### config.mk
export PLATFORM = sky130hd
export DESIGN_NAME = bf16_to_int
export DESIGN_NICKNAME = d
export VERILOG_FILES = /design/src/rtl/bf16_to_int.sv
export SDC_FILE = /design/constraint.sdc
export NUM_CORES = 1
export LEC_CHECK = 0
export BUFFER_PORTS_ARGS = -buffer_cell sky130_fd_sc_hd__buf_2
export CAP_MARGIN = 25
export CORE_AREA = 3 3 130 120
export CTS_BUF_LIST = sky130_fd_sc_hd__clkbuf_4
export DETAILED_ROUTE_END_ITERATION = 6
export DIE_AREA = 0 0 133 123
export PLACE_DENSITY_LB_ADDON = 0.1
export SYNTH_ARGS = -nofsm -noshare
export SYNTH_HDL_FRONTEND = slang
export SYNTH_SLANG_ARGS = --single-unit
export TNS_END_PERCENT = 50
### constraint.sdc
create_clock -name clk_i -period 5.97 [get_ports clk_i]
set_input_delay 0.2985 -clock clk_i [delete_from_list [all_inputs] [get_ports clk_i]]
set_output_delay 0.2985 -clock clk_i [all_outputs]
set_load 0.02 [all_outputs]
### src/rtl/bf16_to_int.sv
// Iterative bfloat16 -> int32 converter with a one-bit-per-cycle alignment shifter.
// Define FP2INT_RNE_EN for round-to-nearest-even; the default build truncates toward zero.
module bf16_to_int (
  input  logic        clk_i,
  input  logic        rst_i,
  input  logic        in_valid_i,
  output logic        in_ready_o,
  input  logic [15:0] fp_i,
  output logic        out_valid_o,
  input  logic        out_ready_i,
  output logic [31:0] int_o,
  output logic        overflow_o,
  output logic        invalid_o,
  output logic        inexact_o
);

  typedef enum logic [1:0] {IDLE, SHIFT, DONE} state_t;

  state_t      state;
  logic [31:0] mag;
  logic        shift_left;
  logic [4:0]  count;
  logic        guard;
  logic        sticky;
  logic        sign;

  logic        sign_in;
  logic [7:0]  exp_in;
  logic [6:0]  frac_in;
  logic [7:0]  exp_off;
  logic [7:0]  left_amt;
  logic [7:0]  right_amt;

  logic        is_special;
  logic [31:0] spec_val;
  logic        spec_ov;
  logic        spec_inv;
  logic        spec_inx;

  logic        round_up;
  logic [31:0] mag_rnd;
  logic [31:0] result;

  assign in_ready_o = (state == IDLE);

  assign sign_in   = fp_i[15];
  assign exp_in    = fp_i[14:7];
  assign frac_in   = fp_i[6:0];
  assign exp_off   = exp_in - 8'd127;
  assign left_amt  = exp_off - 8'd7;
  assign right_amt = 8'd7 - exp_off;

  // Everything that never needs the shifter is settled in the accept cycle.
  always_comb begin
    // NOTE: every output gets a default first so no path leaves one unassigned and infers a latch.
    is_special = 1'b1;
    spec_val   = 32'h0;
    spec_ov    = 1'b0;
    spec_inv   = 1'b0;
    spec_inx   = 1'b0;
    if (exp_in == 8'd0) begin
      spec_inx = |frac_in;
    end else if (exp_in == 8'hFF) begin
      spec_inv = 1'b1;
      spec_val = (sign_in && frac_in == 7'd0) ? 32'h8000_0000 : 32'h7FFF_FFFF;
    end else if (exp_in >= 8'd158) begin
      if (fp_i == 16'hCF00) begin
        spec_val = 32'h8000_0000;
      end else begin
        spec_ov  = 1'b1;
        spec_val = sign_in ? 32'h8000_0000 : 32'h7FFF_FFFF;
      end
    end else if (exp_in < 8'd127) begin
      spec_inx = 1'b1;
`ifdef FP2INT_RNE_EN
      // Values in (0.5,1) round to 1; exactly 0.5 ties to the even value 0.
      if (exp_in == 8'd126 && frac_in != 7'd0)
        spec_val = sign_in ? 32'hFFFF_FFFF : 32'h0000_0001;
`endif
    end else begin
      is_special = 1'b0;
    end
  end

`ifdef FP2INT_RNE_EN
  assign round_up = guard & (sticky | mag[0]);
`else
  assign round_up = 1'b0;
`endif

  // Pre-round magnitude is below 2^31, so neither the increment nor the negate can wrap.
  assign mag_rnd = mag + {31'd0, round_up};
  assign result  = sign ? (~mag_rnd + 32'd1) : mag_rnd;

  // NOTE: sequential state uses non-blocking assignments so every register samples pre-edge values.
  always_ff @(posedge clk_i or posedge rst_i) begin
    if (rst_i) begin
      state       <= IDLE;
      mag         <= 32'h0;
      shift_left  <= 1'b0;
      count       <= 5'd0;
      guard       <= 1'b0;
      sticky      <= 1'b0;
      sign        <= 1'b0;
      int_o       <= 32'h0;
      overflow_o  <= 1'b0;
      invalid_o   <= 1'b0;
      inexact_o   <= 1'b0;
      out_valid_o <= 1'b0;
    end else begin
      case (state)
        IDLE: begin
          if (in_valid_i) begin
            sign <= sign_in;
            if (is_special) begin
              int_o       <= spec_val;
              overflow_o  <= spec_ov;
              invalid_o   <= spec_inv;
              inexact_o   <= spec_inx;
              out_valid_o <= 1'b1;
              state       <= DONE;
            end else begin
              mag        <= {24'd0, 1'b1, frac_in};
              shift_left <= (exp_off >= 8'd7);
              count      <= (exp_off >= 8'd7) ? left_amt[4:0] : right_amt[4:0];
              guard      <= 1'b0;
              sticky     <= 1'b0;
              state      <= SHIFT;
            end
          end
        end
        SHIFT: begin
          if (count != 5'd0) begin
            if (shift_left) begin
              mag <= mag << 1;
            end else begin
              mag    <= mag >> 1;
              guard  <= mag[0];
              sticky <= sticky | guard;
            end
            count <= count - 5'd1;
          end else begin
            int_o       <= result;
            overflow_o  <= 1'b0;
            invalid_o   <= 1'b0;
            inexact_o   <= guard | sticky;
            out_valid_o <= 1'b1;
            state       <= DONE;
          end
        end
        DONE: begin
          if (out_ready_i) begin
            out_valid_o <= 1'b0;
            state       <= IDLE;
          end
        end
        default: state <= IDLE;
      endcase
    end
  end

endmodule

# Word-level counts from Yosys, hierarchy flattened
# Cells that the tools add are included.
[word_totals] reg_bits=79 inputBits=20 out_inout_bits=37 wordCells=112
[op_classes] n_addsub=5 magnitude_cmp=3 n_eq_ne=11 n_mux=63 n_bitwise=3 n_reduce_logical=15
[ops] operator="2-to-1 mux 32 bit" count=14
[ops] operator="one-hot mux 32 bit (2 select lines)" count=2
[ops] operator="adder 32 x 1 -> 32 bit (second input constant)" count=1
[ops] operator="inverter 32 bit" count=1
[ops] operator="2-to-1 mux 1 bit" count=31
[ops] operator="2-to-1 mux 5 bit" count=4
[ops] operator="equality test 16 bit (second input constant)" count=1
[ops] operator="inequality test 2 bit (second input constant)" count=6
[ops] operator="one-hot mux 1 bit (2 select lines)" count=5
[ops] operator="one-hot mux 5 bit (2 select lines)" count=1
[ops] operator="AND reduction 5 bit" count=2
[ops] operator="equality test 8 bit (second input constant)" count=1
[ops] operator=">= comparator 8 x 3 -> 1 bit (second input constant)" count=1
[ops] operator=">= comparator 8 bit (second input constant)" count=1
[ops] operator="zero test 8 bit" count=1
[ops] operator="< comparator 8 x 7 -> 1 bit (second input constant)" count=1
[ops] operator="2-to-1 mux 2 bit" count=4
[ops] operator="AND reduction 4 bit" count=2
[ops] operator="subtractor 8 x 7 -> 8 bit (second input constant)" count=1
[ops] operator="zero test 7 bit" count=1
[ops] operator="OR reduction 7 bit" count=1
[ops] operator="one-hot mux 2 bit (3 select lines)" count=1
[ops] operator="AND reduction 3 bit" count=2
[ops] operator="nonzero test 5 bit" count=1
[ops] operator="14 further kinds" count=14

# Depth between registers and ports, before layout
# Gate-level depths: netlist (run 1).
[depth] ltp_word=8 ltp_mapped=9 mapped_depth_nobuf=8

# Worst setup path before layout (run 1)
# No wires, ideal clock.
[synth_path] path_kind="flip-flop to flip-flop" startpoint="register mag[16]" endpoint="register int_o[30]" setup_ps=81 t_arrival_ps=2029 required_ps=5889 slack_ps=3860 stages_incl_launch_ff=6 path_buffers=0 synth_period_minus_slack_ps=2110 cell_sequence="dfrtp_1 > or4_4 > or3_4 > or2_4 > mux2_4 > a31oi_2"
[synth_via] elab_chain_cells=5
[synth_lines] item="start: declaration" line="20" source="logic [31:0] mag;"
[synth_lines] item="start signal: assignment" line="123" source="mag <= {24'd0, 1'b1, frac_in};"
[synth_lines] item="start signal: assignment" line="135" source="mag <= mag << 1;"
[synth_lines] item="start signal: assignment" line="137" source="mag <= mag >> 1;"
[synth_lines] item="inverter 32 bit" line="93" source="assign result = sign ? (~mag_rnd + 32'd1) : mag_rnd;"
[synth_lines] item="adder 32 x 1 -> 32 bit" line="93"
[synth_lines] item="2-to-1 mux 32 bit" line="93"
[synth_lines] item="2-to-1 mux 32 bit" line="133" source="if (count != 5'd0) begin"
[synth_lines] item="one-hot mux 32 bit (2 select lines)" line="111" source="case (state)"
[synth_lines] item="end signal: assignment" line="116" source="int_o <= spec_val;"
[synth_lines] item="end signal: assignment" line="143" source="int_o <= result;"
[synth_lines] item="end: declaration" line="11" source="output logic [31:0] int_o,"
# Every way passes these cells. The select of a mux whose other input is x is not followed.
# A chain may end at the register's enable or synchronous reset.

==> impl_metrics.env, run 1 <==
export IMPL_timing_max_transition_violations_final=0
export IMPL_post_cts_setup_buffer_count=0
export IMPL_finalWeightedCongestion=0.8036
export IMPL_via_count=4339
export IMPL_ctsResizeCount=0
export IMPL_antenna_violations_before_repair=0
export IMPL_max_slew_margin_rel_pct=46.48
export IMPL_h_tree_depth=3
export IMPL_rr_startpoint="count[0]"
export IMPL_startpoint_type="flop"
export IMPL_setup_skew_ns=0.01992
export IMPL_hold_ws_ns=0.1452
export IMPL_hp_class="in -> reg"
export IMPL_cts_root_to_sink_buffers=2
export IMPL_drive_gt1_share_pct=18.03
export IMPL_critical_path_max_fanout=65
export IMPL_grt_start_max_net_pins=66
export IMPL_grt_overflow=0
export IMPL_reg_to_reg_setup_timing_slack_ns=2.99
export IMPL_io_pins=57
export IMPL_power_density_cell_area_mw_per_mm2=446.2
export IMPL_achievable_frequency_ghz=0.3354
export IMPL_fp_coreArea_mm2=0.01445
export IMPL_asyncSetResetFlopFracSynth_pct=100.0
export IMPL_number_of_distinct_library_cells_after_synthesis=66
export IMPL_grt_setup_unrepaired="false"
export IMPL_yosys_most_used_dff="dfrtp_1"
export IMPL_netlist_area_leader_share_pct=39.57
export IMPL_die_h_um=123
export IMPL_cts_buffers=9
export IMPL_placedInstanceArea_mm2=0.005434
export IMPL_gr_max_usage_layer="met2"
export IMPL_antenna_cells=0
export IMPL_drc=0
export IMPL_clock_tree_from_tritoncts="yes"
export IMPL_layout_cells_most_common="dfrtp_1"
export IMPL_most_common_layout_cells="dfrtp_1 (79), nor2_1 (64), nand2_1 (56), buf_2 (56)"
export IMPL_rr_worst_depth=9
export IMPL_drt_first_iter_violations=260
export IMPL_start_point_of_the_critical_path="count[0]"
export IMPL_grt_total_usage_pct=17.36
export IMPL_cts_sinks=79
export IMPL_synth_largest_area_cell="dfrtp_1"
export IMPL_count_of_hold_fix_buffers_inserted_at_cts=2
export IMPL_worst_setup_path_type="reg -> reg"
export IMPL_num_nets_final=633
export IMPL_cts_clk_slew_worst_paths_ns=0.14
export IMPL_clock_latency_ns=0.46
export IMPL_use_met1_pct=24.77
export IMPL_gr_usage_met2_pct=26.94
export IMPL_critical_path_endpoint_type="flop"
export IMPL_use_met3_pct=3.133
export IMPL_number_of_enable_flip_flop_cells_after_synthesis=0
export IMPL_hold_violation_count_in_the_final_report=0
export IMPL_netlist_instances=580
export IMPL_worst_slew_pin_slew_ns=0.8020
export IMPL_postRouteWirelength_um=13640
export IMPL_timing_max_cap_violations=0
export IMPL_initial_utilization_pct=34.57
export IMPL_postSynthRegisterBits=79
export IMPL_wl_per_cell_um=16.88
export IMPL_totalNegativeSetupSlack_ns=0
export IMPL_r2r_end="shift_left"
export IMPL_vdd_ir_drop_worst_uv=169.6
export IMPL_syn_mean_instance_area_um2=8.614
export IMPL_outcome="completed"
export IMPL_min_period_ns=2.982
export IMPL_grt_pass1_wl_um=22750
export IMPL_ys_seq_area_share_pct=39.57
export IMPL_first_pass_iters=4
export IMPL_portBuffers=56
export IMPL_vias_per_cell=5.370
export IMPL_cts_root_buf="clkbuf_4"
export IMPL_synthesized_cell_area_mm2=0.004996
export IMPL_synth_warn=0
export IMPL_via_count_of_the_first_global_routing_pass=4220
export IMPL_detail_route_antenna_nets=0
export IMPL_dieWidth_um=133
export IMPL_detailedPlacementHpwl_um=8994
export IMPL_finish_utilization_pct=38.64
export IMPL_setup_violations_final=0
export IMPL_critical_path_endpoint="shift_left"
export IMPL_layout_cell_area_excl_fill_mm2=0.005584
export IMPL_synth_area_leaders="dfrtp_1 (40%), mux2i_1 (7.2%), nor2_1 (4.8%)"
export IMPL_areaGrowthSynthToFinish_pct=11.77
export IMPL_total_leakage_power_nw=2.465
export IMPL_dieArea_mm2=0.01636
export IMPL_synthesis_nets=607
export IMPL_floorplan_rows=42
export IMPL_cp_data_required_time_ns=6.32
export IMPL_cp_arrival_ns=3.33
export IMPL_fin_crit_sh_pct=49.95
## cells by family after synthesis
kind of cell,count (synthesis),synth area share [%]
buffers and inverters,69,5.359
AND/OR/NAND/NOR,220,22.41
flip-flops,79,39.57
XOR/XNOR,13,2.279
adder cells (fa/ha/maj),7,1.753
multiplexers,42,8.715
AO/OA/AOI/OAI,150,19.91
## per-stage QoR
stage	instances	power, mW	worst slack, ns
4_1_cts	808	2.527	2.958
2_1_floorplan	580	1.815	3.648
6_report	808	2.491	2.988
3_5_place_dp	791	2.181	2.985
5_1_grt	808	2.719	2.655
3_3_place_gp	790	2.165	3.082
## cell usage after synthesis (all sizes together) (4+ instances only)
cell,count
mux2i,36
xnor2,8
or3,10
and2,6
nand2,56
xor2,5
clkbuf,42
o41ai,4
nor4b,5
ha,7
nor2,64
or4,5
mux2,6
nor2b,4
nor3,10
a31oi,21
nor4,12
inv,18
or2,4
dfrtp,79
o31ai,25
o21ai,31
nand3,23
a21oi,36
nand2b,8
buf,9
## worst max-delay path, cell delays in order (launching register included)
cell and delay, ns:
dfrtp_1 0.41, inv_1 0.12, ha_1 0.16, nor4b_1 0.36, o21ai_0 0.16, nand3_2 0.10, buf_4 0.52, inv_1 0.43
nand2_1 0.24, mux2_2 0.35
## layout make-up
type,count,area [um2]
fillers,1513,8867
clock inverters,4,47.55
repair buffers,66,380.4
inverters,18,68.82
clock buffers,11,82.58
well taps,198,247.7
flip-flops and latches,79,1977
multi-input cells,432,2780
## sequential cells by signal, summed over array words and instances, names as in the netlist, 2 cells and up
signal and count:
int_o 32, state 2, count 5, mag 32
## power breakdown
part | internal (mW) | total (mW) | switching [mW]
registers | 0.737 | 0.961 | 0.224
clock network | 0.134 | 0.333 | 0.199
logic | 0.455 | 1.20 | 0.743
## worst min-delay path by stage
stage                        endpoint  depth (start not counted)  slack, ns   startpoint
final                          mag[4]                          3       0.15      fp_i[4]
after global routing           mag[0]                          3       0.11      fp_i[0]
after CTS                      mag[1]                          3       0.11      fp_i[1]
after detailed placement    int_o[26]                          3       0.46        rst_i
after global placement    out_valid_o                          1       0.49  out_valid_o
after floorplan              state[1]                          1       0.40  out_ready_i
## routing by layer
| metal | part of all wire, % | vias to the layer above |
|---|---|---|
| met2 | 45 | 77 |
| met5 | 0 | - |
| li1 | - | 2146 |
| met3 | 3.5 | 16 |
| met1 | 50 | 2100 |
| met4 | 1.2 | 0 |
(Power assumes the default switching activity.)
==> run 2: changes to the inputs <==
==> constraint.sdc (replaced) <==
create_clock -name clk_i -period 2.55 [get_ports clk_i]
set_input_delay 0.1275 -clock clk_i [delete_from_list [all_inputs] [get_ports clk_i]]
set_output_delay 0.1275 -clock clk_i [all_outputs]
set_load 0.02 [all_outputs]
==> run 2 against run 1 <==
Flip-flop and latch count did not move. Clock skew is 0.0036 ns lower. Count of clock-buffer cells in the layout unchanged. Sequential share of layout area down 1.9 points. Clock power increased to 2.6 times the previous value. Combinational power increased to 2.7 times the previous value. First-iteration DRC count is 5.4% higher. Final area grew 5.7%. Die area stayed put. Global-route usage is 0.93 points higher. Critical path depth decreased by 2.
==> impl_metrics.env, run 2 (synthesized netlist as in run 1, its figures left out) <==
export IMPL_pre_cts_slack_ns=0.1853
export IMPL_worst_setup_path_type="reg -> reg"
export IMPL_grt_pass1_wl_um=24050
export IMPL_power_density_cell_area_mw_per_mm2=1049
export IMPL_first_pass_iters=6
export IMPL_num_nets_final=665
export IMPL_rr_worst_depth=7
export IMPL_grt_start_max_net_pins=65
export IMPL_min_period_ns=2.349
export IMPL_fin_crit_sh_pct=92.11
export IMPL_hold_ws_ns=0.08106
export IMPL_via_count=4479
export IMPL_wl_per_cell_um=16.78
export IMPL_floorplan_rows=42
export IMPL_critical_path_max_fanout=5
export IMPL_critical_path_slowest_cell="or3b_2"
export IMPL_drc=0
export IMPL_grt_total_usage_pct=18.29
export IMPL_cts_sinks=79
export IMPL_critical_path_endpoint="overflow_o"
export IMPL_drt_first_iter_violations=274
export IMPL_setup_skew_ns=0.01630
export IMPL_timing_critical_path_slowest_cell_delay_ns=0.47
export IMPL_hold_violation_count_in_the_final_report=0
export IMPL_fp_coreArea_mm2=0.01445
export IMPL_cp_data_required_time_ns=2.91
export IMPL_initial_utilization_pct=34.57
export IMPL_timing_max_transition_violations_final=0
export IMPL_dieWidth_um=133
export IMPL_clock_tree_from_tritoncts="yes"
export IMPL_fillCellCount=1510
export IMPL_timing_max_cap_violations=0
export IMPL_count_of_hold_fix_buffers_inserted_at_cts=10
export IMPL_total_leakage_power_nw=2.651
export IMPL_cts_buffers=9
export IMPL_vias_per_cell=5.319
export IMPL_hp_class="in -> reg"
export IMPL_worstPathCellList="inv_1 > ha_1 > nor4b_1 > o21ai_0 > a311oi_4 > or3b_2 > o32ai_1"
export IMPL_rr_startpoint="count[0]"
export IMPL_antenna_violations_before_repair=1
export IMPL_die_h_um=123
export IMPL_layout_cells_most_common="dfrtp_1"
export IMPL_clock_latency_ns=0.46
export IMPL_drive_gt1_share_pct=20.68
export IMPL_vdd_ir_drop_worst_uv=433.2
export IMPL_via_count_of_the_first_global_routing_pass=4477
export IMPL_startpoint_type="flop"
export IMPL_grt_overflow=0
export IMPL_register_area_mm2=0.001977
export IMPL_max_slew_margin_rel_pct=61.02
export IMPL_cpLargestDelayFamily="compound AO/OA/AOI/OAI gates"
export IMPL_outcome="completed"
export IMPL_r2r_end="overflow_o"
export IMPL_postRouteWirelength_um=14130
export IMPL_totalNegativeSetupSlack_ns=0
export IMPL_registers_with_the_highest_flip_flop_counts="int_o (32), mag (32), count (5)"
export IMPL_critical_path_cell_count=7
export IMPL_worst_slew_pin_slew_ns=0.5766
export IMPL_reg_to_reg_setup_timing_slack_ns=0.20
export IMPL_dieArea_mm2=0.01636
export IMPL_io_pins=57
export IMPL_post_cts_setup_buffer_count=0
export IMPL_h_tree_depth=3
export IMPL_multi_input_area_mm2=0.002780
export IMPL_achievable_frequency_ghz=0.4257
export IMPL_cts_root_buf="clkbuf_4"
export IMPL_finalWeightedCongestion=0.8460
export IMPL_areaGrowthSynthToFinish_pct=18.13
export IMPL_cts_root_to_sink_buffers=2
export IMPL_grt_setup_unrepaired="false"
export IMPL_detail_route_antenna_nets=0
export IMPL_cts_clk_slew_worst_paths_ns=0.12
export IMPL_most_common_layout_cells="dfrtp_1 (79), nor2_1 (64), nand2_1 (56), buf_2 (56)"
export IMPL_portBuffers=56
export IMPL_setup_violations_final=0
export IMPL_detailedPlacementHpwl_um=9712
export IMPL_start_point_of_the_critical_path="count[0]"
export IMPL_path_buf_inv=1
export IMPL_timing_final_ws_setup_ns=0.2011
export IMPL_ctsResizeCount=0
export IMPL_cp_arrival_ns=2.71
export IMPL_critical_path_endpoint_type="flop"
==> run 2: final cells by class <==
type | instances | share of cell area (%)
Multi-Input combinational cell | 432 | 47.11
Timing Repair Buffer | 98 | 11.36
Inverter | 18 | 1.166
Tap cell | 198 | 4.198
Sequential cell | 79 | 33.50
Antenna cell | 1 | 0.04240
Clock inverter | 5 | 1.230
Clock buffer | 11 | 1.399
==> run 2: where the power goes <==
group | internal (mW) | switching (mW)
clock | 0.412 | 0.454
combinational | 1.25 | 1.94
sequential | 1.73 | 0.409
total | 3.39 | 2.80
==> run 2: routing by layer <==
layer	GRT usage [%]	wire [um]	vias to the layer above
met3	4.028	513	10
met5	0	0	-
met2	28.84	6393	78
met1	25.99	7103	2181
met4	3.766	118	0
li1	-	-	2210
==> run 2: per-stage QoR <==
| step | cell area [um2] | util [%] | power (mW) | instances |
|---|---|---|---|---|
| 6_report | 5902 | 40.84 | 6.194 | 842 |
| 3_5_place_dp | 5644 | 39.06 | 5.369 | 815 |
| 4_1_cts | 5899 | 40.82 | 6.274 | 841 |
| 5_1_grt | 5902 | 40.84 | 6.738 | 842 |
| 2_1_floorplan | 4996 | - | 4.250 | 580 |
| 3_3_place_gp | 5644 | 39.06 | 5.320 | 815 |
==> run 2: tightest hold or removal path, stage by stage <==
cell and delay (ns):
buf_2 0.18, nand2_1 0.11, o32ai_1 0.09
==> run 2: worst min path at each step <==
| stage | startpoint | to | slack (ns) | cells past startpoint |
|---|---|---|---|---|
| floorplan | out_ready_i | state[1] | 0.22 | 1 |
| detailed placement | rst_i | mag[22] | 0.12 | 2 |
| global placement | rst_i | mag[22] | 0.12 | 2 |
| finish | fp_i[14] | overflow_o | 0.08 | 3 |
| global route | fp_i[14] | invalid_o | 0.05 | 2 |
| CTS | fp_i[14] | overflow_o | 0.03 | 3 |
